$ cat src/rtl/rv32i_if_stage.sv
// RV32IM fetch stage: owns fetch PC, issues imem valid/ready requests, buffers responses in order; response->if_valid 1 cycle.
// Stalls requests once outstanding+buffered reaches BUF_DEPTH; redirects flush and drop stale responses. Trap: RV32_IF_MISALIGN_TRAP_EN.
module rv32i_if_stage #(
  parameter int unsigned      WIDTH     = 32,
  parameter logic [WIDTH-1:0] RESET_PC  = '0,
  parameter int unsigned      BUF_DEPTH = 2
) (
  input  logic             clk,
  input  logic             rst,
  output logic             imem_req_valid,
  input  logic             imem_req_ready,
  output logic [WIDTH-1:0] imem_req_addr,
  input  logic             imem_rsp_valid,
  input  logic [WIDTH-1:0] imem_rsp_data,
  input  logic             redirect_valid,
  input  logic [WIDTH-1:0] redirect_pc,
  output logic             if_valid,
  output logic [WIDTH-1:0] if_instr,
  output logic [WIDTH-1:0] if_pc,
  input  logic             id_ready,
  output logic             misalign_fault,
  output logic [WIDTH-1:0] fault_pc
);
  localparam int unsigned      AW      = (BUF_DEPTH > 1) ? $clog2(BUF_DEPTH) : 1;
  localparam int unsigned      CW      = $clog2(2 * BUF_DEPTH + 1);
  localparam logic [AW-1:0]    LAST    = AW'(BUF_DEPTH - 1);
  localparam logic [CW-1:0]    DEPTH_C = CW'(BUF_DEPTH);
  localparam logic [WIDTH-1:0] NOP     = WIDTH'(32'h0000_0013);

  function automatic logic [AW-1:0] ptr_inc(input logic [AW-1:0] p);
    return (p == LAST) ? '0 : p + AW'(1);
  endfunction

  logic [WIDTH-1:0] pc_q, pc_d;
  logic             run_q;
  logic [CW-1:0]    out_q, out_d, drop_q, drop_d, cnt_q, cnt_d;
  logic [AW-1:0]    pend_wr_q, pend_wr_d, pend_rd_q, pend_rd_d;
  logic [AW-1:0]    buf_wr_q, buf_wr_d, buf_rd_q, buf_rd_d;
  logic [WIDTH-1:0] pend_pc_q [BUF_DEPTH];
  logic [WIDTH-1:0] buf_pc_q  [BUF_DEPTH];
  logic [WIDTH-1:0] buf_ins_q [BUF_DEPTH];

  logic             pop, req_fire, rsp_acc, buf_push, buf_pop, halted;
  logic [CW-1:0]    occ;
  logic [WIDTH-1:0] target;

`ifdef RV32_IF_MISALIGN_TRAP_EN
  logic             halt_q, halt_d, fault_q, fault_d, misaligned;
  logic [WIDTH-1:0] fault_pc_q, fault_pc_d;

  assign misaligned     = redirect_valid & (redirect_pc[1:0] != 2'b00);
  assign target         = redirect_pc;
  assign halted         = halt_q;
  assign misalign_fault = fault_q;
  assign fault_pc       = fault_pc_q;

  // Any redirect re-decides the halt: aligned resumes, misaligned (re)traps.
  always_comb begin
    halt_d     = halt_q;
    fault_d    = misaligned;
    fault_pc_d = fault_pc_q;
    if (redirect_valid) halt_d = misaligned;
    if (misaligned) fault_pc_d = redirect_pc;
  end

  always_ff @(posedge clk) begin
    if (!rst) begin
      halt_q     <= 1'b0;
      fault_q    <= 1'b0;
      fault_pc_q <= '0;
    end else begin
      halt_q     <= halt_d;
      fault_q    <= fault_d;
      fault_pc_q <= fault_pc_d;
    end
  end
`else
  logic unused_pc_lsb;
  assign unused_pc_lsb  = ^redirect_pc[1:0];
  assign target         = {redirect_pc[WIDTH-1:2], 2'b00};
  assign halted         = 1'b0;
  assign misalign_fault = 1'b0;
  assign fault_pc       = '0;
`endif

  assign pop            = if_valid & id_ready;
  assign occ            = out_q + cnt_q - CW'(pop);
  // run_q keeps requests off until the first clock edge out of reset.
  assign imem_req_valid = run_q & ~redirect_valid & ~halted & (occ < DEPTH_C);
  assign imem_req_addr  = pc_q;
  assign req_fire       = imem_req_valid & imem_req_ready;
  assign rsp_acc        = imem_rsp_valid & (out_q != '0);
  assign buf_push       = rsp_acc & (drop_q == '0) & ~redirect_valid;
  assign buf_pop        = pop & ~redirect_valid;

  assign if_valid = (cnt_q != '0);
  assign if_instr = if_valid ? buf_ins_q[buf_rd_q] : NOP;
  assign if_pc    = if_valid ? buf_pc_q[buf_rd_q] : '0;

  always_comb begin
    pc_d      = pc_q;
    out_d     = out_q + CW'(req_fire) - CW'(rsp_acc);
    drop_d    = drop_q;
    cnt_d     = cnt_q + CW'(buf_push) - CW'(buf_pop);
    pend_wr_d = pend_wr_q;
    pend_rd_d = pend_rd_q;
    buf_wr_d  = buf_wr_q;
    buf_rd_d  = buf_rd_q;
    if (req_fire) begin
      pc_d      = pc_q + WIDTH'(4);
      pend_wr_d = ptr_inc(pend_wr_q);
    end
    if (rsp_acc) begin
      pend_rd_d = ptr_inc(pend_rd_q);
      if (drop_q != '0) drop_d = drop_q - CW'(1);
    end
    if (buf_push) buf_wr_d = ptr_inc(buf_wr_q);
    if (buf_pop)  buf_rd_d = ptr_inc(buf_rd_q);
    // Pending FIFO is not flushed: stale responses still retire their entries.
    if (redirect_valid) begin
      pc_d     = target;
      drop_d   = out_q - CW'(rsp_acc);
      cnt_d    = '0;
      buf_wr_d = '0;
      buf_rd_d = '0;
    end
  end

  always_ff @(posedge clk) begin
    if (!rst) begin
      pc_q      <= RESET_PC;
      run_q     <= 1'b0;
      out_q     <= '0;
      drop_q    <= '0;
      cnt_q     <= '0;
      pend_wr_q <= '0;
      pend_rd_q <= '0;
      buf_wr_q  <= '0;
      buf_rd_q  <= '0;
    end else begin
      pc_q      <= pc_d;
      run_q     <= 1'b1;
      out_q     <= out_d;
      drop_q    <= drop_d;
      cnt_q     <= cnt_d;
      pend_wr_q <= pend_wr_d;
      pend_rd_q <= pend_rd_d;
      buf_wr_q  <= buf_wr_d;
      buf_rd_q  <= buf_rd_d;
    end
  end

  always_ff @(posedge clk) begin
    if (req_fire) pend_pc_q[pend_wr_q] <= pc_q;
    if (buf_push) begin
      buf_pc_q[buf_wr_q]  <= pend_pc_q[pend_rd_q];
      buf_ins_q[buf_wr_q] <= imem_rsp_data;
    end
  end

endmodule

$ cat config.mk
export PLATFORM = sky130hd
export DESIGN_NAME = rv32i_if_stage
export DESIGN_NICKNAME = d
export VERILOG_FILES = /design/src/rtl/rv32i_if_stage.sv
export SDC_FILE = /design/constraint.sdc
export NUM_CORES = 1
export LEC_CHECK = 0
export BUFFER_PORTS_ARGS = -buffer_cell sky130_fd_sc_hd__buf_2
export CAP_MARGIN = 20
export CORE_ASPECT_RATIO = 0.8
export CORE_UTILIZATION = 50
export CTS_CLUSTER_SIZE = 28
export DETAILED_ROUTE_END_ITERATION = 16
export PLACE_DENSITY = 0.74
export SYNTH_ARGS = -nofsm -noshare
export SYNTH_HDL_FRONTEND = slang
export SYNTH_SLANG_ARGS = --single-unit
$ cat constraint.sdc
create_clock -name clk -period 8.48 [get_ports clk]
set_input_delay 1.272 -clock clk [delete_from_list [all_inputs] [get_ports clk]]
set_output_delay 1.272 -clock clk [all_outputs]
set_load 0.01 [all_outputs]
==> run_results.csv, run 1 <==
group,metric,value,unit
clock_network,numCtsBuffers,23,
clock_network,cts_tree,"built",
sta,setup_violations,0,
worst_setup_path,crit_chain,"buf_2, nand2_1, inv_1, ha_1, nand2b_1, fa_1, nand4_1, nor2_2, inv_2, ha_1, inv_1, ha_1, fa_1, xnor2_1, xnor2_1, nor2_1",
global_routing,gr-total-overflow,0,
sta,hold_viol,0,
placed_design,place.gp.congestion,0.797,
worst_setup_path,critPathKind,"input pin to register",
clock_network,cts_max_path_buffers,3,
worst_setup_path,max_stage_delay,690,ps
synthesis,synth_ff_type,"edfxtp_1",
floorplanning,die_h,127,um
sta,finalCriticalPeriod,4850,ps
synthesis,synthArstFlopShare,0,
synthesis,syn_inst,713,
clock_network,cts.sinks,230,
power_and_ir_drop,totalPowerFinal,2.90,mW
cells_and_area,final_cell_mix,"edfxtp_1 (184), buf_2 (161), nor2_1 (75), mux2i_1 (63), dfxtp_1 (45)",
worst_setup_path,cp_data_arrival_time,5200,ps
power_and_ir_drop,p_leak,4.22,nW
worst_setup_path,crit_top_cell,"ha_1",
synthesis,ys_ff_latch,230,
floorplanning,start_util,0.511,
cells_and_area,area_delta_synth_final,18.0,%
global_routing,antenna_found_initial,0,
route,drt_iter0_drc,411,
route,ant_nets,0,
sta,rsz0062_at_grt,"no",
route,viasPerCell,5.29,
sta,hold_ws,503,ps
floorplanning,rows,45,
worst_setup_path,crit_fanout,15,
cells_and_area,nFillCells,1508,
power_and_ir_drop,irDropWorstVdd,0.155,mV
cells_and_area,fin_nets,959,
global_routing,grt_max_degree,60,
sta,clock.fmax,206,MHz
clock_network,worst_skew_pair.late_latency,500,ps
sta,tightest_slew,1030,ps
clock_network,post-cts-setup-buffers,0,
synthesis,yosysSeqAreaShare,0.662,
worst_setup_path,r2r_start,"cnt_q[2]",
synthesis,synth_cell_types,55,
clock_network,root_buffer,"clkbuf_16",
clock_network,post_cts_resized,0,
sta,fin_crit_sh,0.572,
sta,finalMaxSlewViolations,0,
synthesis,synth_warnings,0,
clock_network,htreeDepth,1,
worst_hold_path,min_path_type,"register to register",
worst_setup_path,crit_buf_inv,4,
synthesis,synth_compound_area_frac,0.0490,
route,dr.pass1.iters,5,
synthesis,synthAdderAreaFrac,0.0203,
placed_design,hpwl,12500,um
worst_setup_path,crit_family,"adder cells",
synthesis,synth.area.mux_share,0.102,
cells_and_area,drive_gt1_frac,0.286,
worst_hold_path,min_from,"drop_q[2]",
route,routed_wl,19600,um
cells_and_area,diodes,0,
sta,setup_tns,0,ps
sta,setup_ws,3630,ps
floorplanning,chipWidth,158,um
flow_run,maxCapViolations,0,
clock_network,clk_pin_slew_worst_paths,60,ps
synthesis,synth_xor_area_frac,0.0234,
placed_design,io_buffers,161,
route,drt_drc_violations_left,0,
floorplanning,core_area,0.0190,mm^2
floorplanning,fp.dieArea,0.0200,mm^2
route,via_count,6080,
power_and_ir_drop,power.density,252,mW/mm^2
synthesis,post_synth.cell_area_avg,13.6,um^2
synthesis,synth_top_family_by_area,"multiplexers",
floorplanning,io_pins,201,
placed_design,dpl_worst_slack,3130,ps
synthesis,yosys.area_share.simple,0.0921,
worst_setup_path,required,8830,ps
sta,maxSlewHeadroom,0.310,
synthesis,syn_area,0.00973,mm^2
clock_network,hold_buffers,0,
synthesis,synth_edf_count,184,
worst_setup_path,critPathSlowestCell,"nor2_2",
cells_and_area,final_common_cell,"edfxtp_1",
route,wl_per_cell,17.0,um
global_routing,grt_pass1_vias,5686,
worst_setup_path,setup.worst_path.start_class,"input pin",
run_status,outcome,"complete, no violations",
worst_setup_path,startpoint,"id_ready",
worst_setup_path,endpoint_kind,"register",
global_routing,grt_pass1_wl,30200,um
global_routing,grt_usage,0.196,
sta,final.setup_skew,9.77,ps
power by group:
| part | switching, mW | total [mW] | internal [mW] |
|---|---|---|---|
| registers | 0.0419 | 1.37 | 1.33 |
| clock network | 0.395 | 1.05 | 0.656 |
| logic | 0.289 | 0.474 | 0.185 |
synthesized netlist by cell type, types with 2 or more instances:
cell type | instances | share of area
a211oi_1 | 4 | 0.0031
a21oi_1 | 18 | 0.0093
a22oi_1 | 2 | 0.0015
a311oi_1 | 3 | 0.0027
a31oi_1 | 13 | 0.0084
a32oi_1 | 3 | 0.0027
and2_1 | 2 | 0.0013
and3_1 | 6 | 0.0039
and4_1 | 4 | 0.0036
buf_1 | 6 | 0.0023
buf_4 | 37 | 0.029
clkbuf_1 | 24 | 0.0093
dfxtp_1 | 46 | 0.095
edfxtp_1 | 184 | 0.57
fa_1 | 3 | 0.0062
ha_1 | 11 | 0.014
inv_1 | 21 | 0.0081
mux2_2 | 32 | 0.037
mux2i_1 | 63 | 0.065
nand2_1 | 37 | 0.014
nand2b_1 | 2 | 0.0013
nand3_1 | 11 | 0.0057
nand4_1 | 11 | 0.0071
nand4_2 | 2 | 0.0026
nor2_1 | 78 | 0.030
nor2_2 | 2 | 0.0013
nor3_1 | 9 | 0.0046
nor4_1 | 4 | 0.0026
nor4_2 | 3 | 0.0039
o211ai_1 | 7 | 0.0054
o21ai_0 | 16 | 0.0082
o311ai_0 | 2 | 0.0018
o31a_1 | 2 | 0.0018
or3_1 | 9 | 0.0058
or4_1 | 2 | 0.0015
xnor2_1 | 12 | 0.011
xor2_1 | 4 | 0.0036
metrics by stage:
stage / instances / cell area [um^2] / utilization
finish: 1150 / 11500 / 0.603
global route: 1150 / 11500 / 0.603
CTS: 1150 / 11500 / 0.603
detailed placement: 1108 / 10700 / 0.561
global placement: 1108 / 10700 / 0.561
floorplan: 749 / 9870 / -
worst min-delay path: stages, from the launching register on:
cell and delay (ps):
dfxtp_1 320, nand2_1 50, a311oi_1 80
state kept, by name, summed over array words and instances, names as in the netlist, named ones only:
signal / count
imem_req_addr: 30
buf_ins_q: 64
buf_rd_q: 1
pend_pc_q: 60
out_q: 3
buf_pc_q: 60
drop_q: 3
pend_rd_q: 1
cnt_q: 3
buf_wr_q: 1
pend_wr_q: 1
run_q: 1
worst paths after layout:
path         depth (start not counted)        end  slack, ps
max reg2reg                         17   out_q[2]       3720
min reg2reg                          2  drop_q[2]        500
min                                  2  drop_q[2]        500
max                                 16   out_q[2]       3630
cell type report:
type,count,area [um^2],share of cell area
sequential,230,6450,0.562
multi-input combinational,427,2950,0.257
timing repair buffer,170,873,0.0761
clock buffer,32,649,0.0565
tap,258,323,0.0281
clock inverter,10,151,0.0132
inverter,23,86.3,0.00752
logic make-up (layout without fill, tap and decap cells):
| logic type | after synthesis | count (layout) |
|---|---|---|
| DFF | 230 | 230 |
| and+or+nand+nor | 186 | 186 |
| muxes | 95 | 95 |
| buffers and inverters | 92 | 235 |
| AOI/OAI and AO/OA | 75 | 75 |
| xor gates and xnor gates | 20 | 20 |
| adders and majority gates | 14 | 14 |
| other | 1 | 37 |
metal layers:
| layer | up-vias | GRT usage | wire length [um] | part of all wire |
|---|---|---|---|---|
| met1 | 2922 | 0.269 | 8750 | 0.45 |
| met5 | - | 0 | 0 | 0 |
| met4 | 0 | 0.0662 | 615 | 0.031 |
| met3 | 44 | 0.0355 | 1230 | 0.063 |
| li1 | 2889 | - | - | - |
| met2 | 225 | 0.315 | 8990 | 0.46 |
No activity file was read; power rests on OpenSTA's default activity.
==> inputs of run 2 (changes only) <==
--- a/config.mk
+++ b/config.mk
@@ -8,10 +8,10 @@
 export BUFFER_PORTS_ARGS = -buffer_cell sky130_fd_sc_hd__buf_2
 export CAP_MARGIN = 20
 export CORE_ASPECT_RATIO = 0.8
-export CORE_UTILIZATION = 50
+export CORE_UTILIZATION = 49
 export CTS_CLUSTER_SIZE = 28
 export DETAILED_ROUTE_END_ITERATION = 16
-export PLACE_DENSITY = 0.74
+export PLACE_DENSITY = 0.75
 export SYNTH_ARGS = -nofsm -noshare
 export SYNTH_HDL_FRONTEND = slang
 export SYNTH_SLANG_ARGS = --single-unit
==> constraint.sdc (replaced) <==
create_clock -name clk -period 4.2 [get_ports clk]
set_input_delay 0.63 -clock clk [delete_from_list [all_inputs] [get_ports clk]]
set_output_delay 0.63 -clock clk [all_outputs]
set_load 0.01 [all_outputs]
==> run_results.csv, run 2 (same netlist as run 1, synthesis figures left out) <==
group,metric,value,unit
run_status,outcome,"complete, no violations",
worst_setup_path,reg2reg_to,"out_q[2]",
worst_setup_path,r2r_start,"cnt_q[2]",
cells_and_area,largest_reg_flops,64,
floorplanning,rows,45,
placed_design,hpwl,12800,um
clock_network,cts_max_path_buffers,3,
worst_hold_path,holdPathEnd,"buf_ins_q[0][1]",
clock_network,root_buffer,"clkbuf_16",
clock_network,htreeDepth,1,
worst_setup_path,critPathKind,"register to register",
route,drt_drc_violations_left,0,
floorplanning,core_area,0.0192,mm^2
route,wl_per_cell,16.9,um
cells_and_area,final_cell_mix,"edfxtp_1 (184), buf_2 (161), nor2_1 (75), mux2i_1 (63), dfxtp_1 (45)",
sta,hold_viol,0,
worst_setup_path,required,4540,ps
sta,final.setup_skew,10.1,ps
worst_setup_path,max_stage_delay,450,ps
power_and_ir_drop,irDropWorstVdd,0.242,mV
cells_and_area,final_common_cell,"edfxtp_1",
route,drt_iter0_drc,430,
worst_setup_path,crit_chain,"nor3_2, inv_1, nand2_1, inv_1, ha_1, nand2b_1, fa_1, xor2_4, xor2_2, nor2_2, inv_2, ha_1, inv_1, ha_1, fa_1, xnor2_1, xnor2_1, nor2_1",
floorplanning,chipWidth,160,um
sta,fin_crit_sh,0.924,
cells_and_area,multiInputGateArea,0.00295,mm^2
sta,clock.fmax,258,MHz
sta,maxSlewHeadroom,0.313,
floorplanning,die_h,128,um
cells_and_area,fin_nets,965,
worst_setup_path,critPathSlowestCell,"fa_1",
worst_setup_path,endpoint_kind,"register",
power_and_ir_drop,p_leak,4.19,nW
global_routing,grt_usage,0.189,
clock_network,worst_skew_pair.late_latency,500,ps
placed_design,place.gp.congestion,0.831,
power_and_ir_drop,power.density,489,mW/mm^2
sta,finalMaxSlewViolations,0,
clock_network,post_cts_resized,0,
sta,setup_tns,0,ps
placed_design,dpl.cell_count,1114,
worst_hold_path,min_from,"imem_rsp_data[1]",
clock_network,clk_pin_slew_worst_paths,60,ps
cells_and_area,top_regs,"buf_ins_q x64, buf_pc_q x60, pend_pc_q x60",
sta,finalCriticalPeriod,3880,ps
sta,rsz0062_at_grt,"no",
clock_network,hold_buffers,0,
flow_run,maxCapViolations,0,
global_routing,gr-total-overflow,0,
cells_and_area,diodes,0,
global_routing,antenna_found_initial,0,
cells_and_area,area_delta_synth_final,17.5,%
floorplanning,fp.dieArea,0.0204,mm^2
sta,setup_violations,0,
clock_network,cts_tree,"built",
worst_hold_path,min_path_type,"input pin to register",
clock_network,numCtsBuffers,23,
cells_and_area,top_register,"buf_ins_q",
route,ant_nets,0,
worst_setup_path,crit_family,"adder cells",
worst_setup_path,r2r_setup_slack,320,ps
cells_and_area,drive_gt1_frac,0.283,
global_routing,grt_pass1_vias,5589,
floorplanning,io_pins,201,
global_routing,grt_max_degree,63,
cells_and_area,nFillCells,1543,
sta,tightest_slew,1030,ps
worst_hold_path,holdPathStages,1,
floorplanning,start_util,0.507,
sta,hold_ws,323,ps
placed_design,io_buffers,161,
worst_setup_path,r2r_cells,18,
worst_setup_path,cp_data_arrival_time,4220,ps
cells_and_area,register_area,0.00645,mm^2
route,dr.pass1.iters,5,
route,viasPerCell,5.25,
global_routing,grt_pass1_wl,30200,um
worst_setup_path,crit_buf_inv,4,
clock_network,cts.sinks,230,
route,via_count,6058,
worst_setup_path,crit_fanout,6,
worst_setup_path,setup.worst_path.start_class,"register",
route,routed_wl,19500,um
clock_network,post-cts-setup-buffers,0,
cells_and_area,instances_no_fill,1154,
run 2: cell count changes in the layout (fill, tap and decap cells not counted), moves of 2 or more:
cell,before,now
bufinv_16,4,0
buf_4,9,13
buf_12,0,2
clkbuf_8,4,1
clkinv_2,3,1
clkinv_1,3,7
run 2: area by class of cell:
cell class | count | share of cell area
Sequential cell | 230 | 0.564
Clock buffer | 32 | 0.0564
Multi-Input combinational cell | 427 | 0.258
Clock inverter | 8 | 0.00306
Timing Repair Buffer | 176 | 0.0825
Inverter | 23 | 0.00755
Tap cell | 258 | 0.0282
run 2: worst register-to-register path, delay by kind of cell (launching register included):
family	cells	cell delay, ps
fa+ha+maj	5	1560
xor+xnor	4	790
simple gates	5	720
flops	1	360
buf+inv	4	310
run 2: worst max path at each step:
stage | end | from | slack (ps) | cells past startpoint
6_report | out_q[2] | cnt_q[2] | 320 | 18
3_5_place_dp | out_q[2] | cnt_q[2] | 390 | 18
3_3_place_gp | out_q[2] | id_ready | 430 | 17
4_1_cts | out_q[2] | cnt_q[2] | 310 | 18
5_1_grt | out_q[2] | cnt_q[2] | 90 | 18
2_1_floorplan | buf_ins_q[0][0] | imem_rsp_valid | 20 | 3
run 2: per-layer routing:
metal  up-vias  share of wire  global-route usage
met2       234           0.46               0.307
met5         -              0                   0
met1      2901           0.45               0.263
met3        37          0.068              0.0353
li1       2886              -                   -
met4         0          0.023              0.0532
run 2: metrics by stage:
step	total power [mW]	setup slack, ps	utilization	instance area (um^2)
final	5.59	320	0.595	11400
after floorplan	3.54	24.1	-	9870
after CTS	5.64	305	0.595	11400
after global routing	5.82	86.7	0.595	11400
after detailed placement	3.79	395	0.560	10800
after global placement	3.77	428	0.560	10800
run 2: where the power goes:
part | leakage, nW | switching [mW] | internal (mW)
Clock | 0.328 | 0.774 | 1.06
Sequential | 2.05 | 0.0865 | 2.68
Combinational | 1.81 | 0.591 | 0.397
Total | 4.19 | 1.45 | 4.14
==> inputs of run 3 (changes only) <==
--- a/config.mk
+++ b/config.mk
@@ -5,13 +5,14 @@
 export SDC_FILE = /design/constraint.sdc
 export NUM_CORES = 1
 export LEC_CHECK = 0
+export ABC_AREA = 1
 export BUFFER_PORTS_ARGS = -buffer_cell sky130_fd_sc_hd__buf_2
 export CAP_MARGIN = 20
 export CORE_ASPECT_RATIO = 0.8
-export CORE_UTILIZATION = 49
+export CORE_UTILIZATION = 50
 export CTS_CLUSTER_SIZE = 28
 export DETAILED_ROUTE_END_ITERATION = 16
-export PLACE_DENSITY = 0.75
+export PLACE_DENSITY = 0.76
 export SYNTH_ARGS = -nofsm -noshare
 export SYNTH_HDL_FRONTEND = slang
 export SYNTH_SLANG_ARGS = --single-unit
==> constraint.sdc (replaced) <==
create_clock -name clk -period 4.2 [get_ports clk]
set_input_delay 0.63 -clock clk [delete_from_list [all_inputs] [get_ports clk]]
set_output_delay 0.63 -clock clk [all_outputs]
set_load 0.05 [all_outputs]
==> run_results.csv, run 3 <==
group,metric,value,unit
run_status,outcome,"complete, no violations",
route,viasPerCell,4.79,
sta,setup_violations,0,
clock_network,numCtsBuffers,24,
clock_network,worst_skew_pair.late_latency,510,ps
clock_network,cts.sinks,230,
sta,tightest_slew,933,ps
sta,fin_crit_sh,0.888,
sta,rsz0062_at_grt,"no",
cells_and_area,drive_gt1_frac,0.208,
cells_and_area,top_register,"buf_ins_q",
sta,hold_ws,306,ps
global_routing,gr-total-overflow,0,
route,dr.pass1.iters,5,
power_and_ir_drop,totalPowerFinal,5.92,mW
worst_setup_path,reg2reg_to,"out_q[2]",
synthesis,syn_area,0.0106,mm^2
cells_and_area,final_common_cell,"nand2_1",
clock_network,post_cts_resized,0,
floorplanning,rows,47,
synthesis,yosysSeqAreaShare,0.606,
synthesis,syn_inst,1117,
power_and_ir_drop,p_leak,5.65,nW
route,drt_iter0_drc,603,
sta,finalMaxSlewViolations,0,
clock_network,hold_buffers,0,
synthesis,synth_edf_count,184,
worst_hold_path,holdPathStages,1,
placed_design,hpwl,14500,um
route,wl_per_cell,14.2,um
sta,clock.fmax,268,MHz
global_routing,antenna_found_initial,0,
placed_design,place_area,0.0115,mm^2
synthesis,synth_compound_area_frac,0.0306,
clock_network,cts_max_path_buffers,3,
clock_network,root_buffer,"clkbuf_16",
worst_setup_path,crit_fanout,5,
global_routing,grt_max_degree,64,
floorplanning,chipWidth,165,um
floorplanning,fp.dieArea,0.0219,mm^2
floorplanning,die_h,132,um
route,ant_nets,0,
worst_setup_path,max_stage_delay,380,ps
cells_and_area,fin_nets,1360,
synthesis,synth.area.mux_share,0.0327,
worst_hold_path,min_from,"imem_rsp_data[27]",
floorplanning,start_util,0.513,
worst_setup_path,cp_data_arrival_time,3100,ps
synthesis,synth_warnings,0,
placed_design,io_buffers,161,
clock_network,cts_tree,"built",
global_routing,grt_pass1_wl,34700,um
cells_and_area,largest_reg_flops,64,
synthesis,synth_top_family_by_area,"simple AND/OR/NAND/NOR gates",
cells_and_area,final_cell_mix,"nand2_1 (424), edfxtp_1 (184), buf_2 (161), inv_1 (123), nor2_1 (81)",
worst_setup_path,endpoint_kind,"output pin",
cells_and_area,top_regs,"buf_ins_q x64, buf_pc_q x60, pend_pc_q x60",
sta,finalCriticalPeriod,3730,ps
sta,maxSlewHeadroom,0.378,
synthesis,synth_ff_type,"edfxtp_1",
cells_and_area,final_area,0.0123,mm^2
worst_hold_path,min_path_type,"input pin to register",
sta,final.setup_skew,10.0,ps
global_routing,grt_pass1_vias,6889,
route,routed_wl,22200,um
clock_network,htreeDepth,1,
cells_and_area,area_delta_synth_final,15.9,%
clock_network,post-cts-setup-buffers,0,
synthesis,ys_ff_latch,230,
placed_design,place.gp.congestion,0.874,
synthesis,synthAdderAreaFrac,0.0186,
worst_setup_path,setup.worst_path.start_class,"register",
worst_setup_path,r2r_setup_slack,520,ps
synthesis,synthTopCellsByArea,"edfxtp_1 (52%), nand2_1 (15%), dfxtp_1 (8.7%), inv_1 (4.3%), mux2_2 (3.2%)",
synthesis,yosysTopAreaCellShare,0.519,
worst_setup_path,critPathKind,"register to output pin",
worst_setup_path,r2r_start,"cnt_q[2]",
sta,hold_viol,0,
route,drt_drc_violations_left,0,
worst_setup_path,crit_chain,"nor3_1, inv_2, nand2_1, inv_1, ha_1, or2_2, fa_1, inv_1, nand2_1, nand2_1, inv_1, nand2_2, nand3_1, inv_1, buf_2",
route,via_count,7494,
synthesis,synth_xor_area_frac,0.00741,
power_and_ir_drop,irDropWorstVdd,0.280,mV
flow_run,maxCapViolations,0,
cells_and_area,final_util,0.594,
worst_setup_path,crit_top_cell,"inv_1",
synthesis,yosys-top-cells-count,"nand2_1 (424), edfxtp_1 (184), inv_1 (123), nor2_1 (85), nand3_1 (50)",
synthesis,post_synth.cell_area_avg,9.53,um^2
global_routing,grt_usage,0.202,
synthesis,synthArstFlopShare,0,
sta,setup_tns,0,ps
floorplanning,core_area,0.0208,mm^2
synthesis,yosys.area.top_type,"edfxtp_1",
floorplanning,io_pins,201,
synthesis,synth_cell_types,38,
worst_setup_path,critPathSlowestCell,"fa_1",
worst_setup_path,r2r_cells,15,
worst_setup_path,required,3570,ps
power_and_ir_drop,power.density,480,mW/mm^2
worst_hold_path,holdPathEnd,"buf_ins_q[1][27]",
clock_network,clk_pin_slew_worst_paths,60,ps
synthesis,yosys.area_share.simple,0.215,
cells_and_area,diodes,0,
synthesis,synth.most_common_cell,"nand2_1",
==> run 3: cell types whose count changed after synthesis, moves of 7 or more <==
cell and delta:
a21oi_2 +9, a31oi_1 -13, inv_1 +102, mux2i_1 -62, nand2_1 +387, nand3_1 +39
nand4_1 -10, nor2_1 +7, nor3_1 -8, o211ai_1 -7, or3_1 -9, xnor2_1 -9
==> run 3: cells by family (layout without fill, tap and decap cells) <==
logic type / count (synthesis) / count (layout)
simple gates: 574 / 574
buf+inv: 203 / 344
compound gates: 55 / 55
mux: 31 / 31
flops: 230 / 230
other cells: 1 / 37
xor+xnor: 9 / 9
fa+ha+maj: 14 / 14
==> run 3: critical path: cells and delay by family, from the launching register on <==
family,cells,cell delay (ps)
adder cells (fa/ha/maj),2,640
buffers and inverters,6,570
flip-flops,1,360
AND/OR/NAND/NOR,7,1020
==> run 3: where the power goes <==
part	switching, mW	total, mW	leakage [nW]	internal (mW)
Sequential	0.0962	2.77	2.05	2.67
Combinational	0.767	1.08	3.22	0.316
Clock	0.850	2.07	0.375	1.22
==> run 3: area by class of cell <==
class                      count  area, um^2
fill                        1767        8430
sequential                   230        6450
multi-input combinational    720        3390
timing repair buffer         172         888
clock buffer                  29         641
inverter                     128         485
tap                          269         337
clock inverter                15         140
==> run 3: worst max path at each step <==
| stage | cells after the start | startpoint | slack [ps] | to |
|---|---|---|---|---|
| 6_report | 15 | cnt_q[2] | 470 | imem_req_valid |
| 5_1_grt | 19 | cnt_q[2] | 230 | out_q[2] |
| 4_1_cts | 15 | cnt_q[2] | 470 | imem_req_valid |
| 3_5_place_dp | 18 | id_ready | 430 | out_q[2] |
| 3_3_place_gp | 14 | id_ready | 470 | out_q[2] |
| 2_1_floorplan | 5 | redirect_valid | -50 | buf_ins_q[0][0] |
==> run 3: stage by stage <==
step,instances,setup slack [ps]
final,1563,471
after global routing,1563,229
after CTS,1563,466
after detailed placement,1519,430
after global placement,1519,468
after floorplan,1153,-45.9
==> run 3: metal layers <==
| layer | global-route usage | part of all wire |
|---|---|---|
| met1 | 0.290 | 0.45 |
| met2 | 0.319 | 0.45 |
| met4 | 0.0494 | 0.018 |
| met3 | 0.0348 | 0.082 |
| met5 | 0 | 0 |
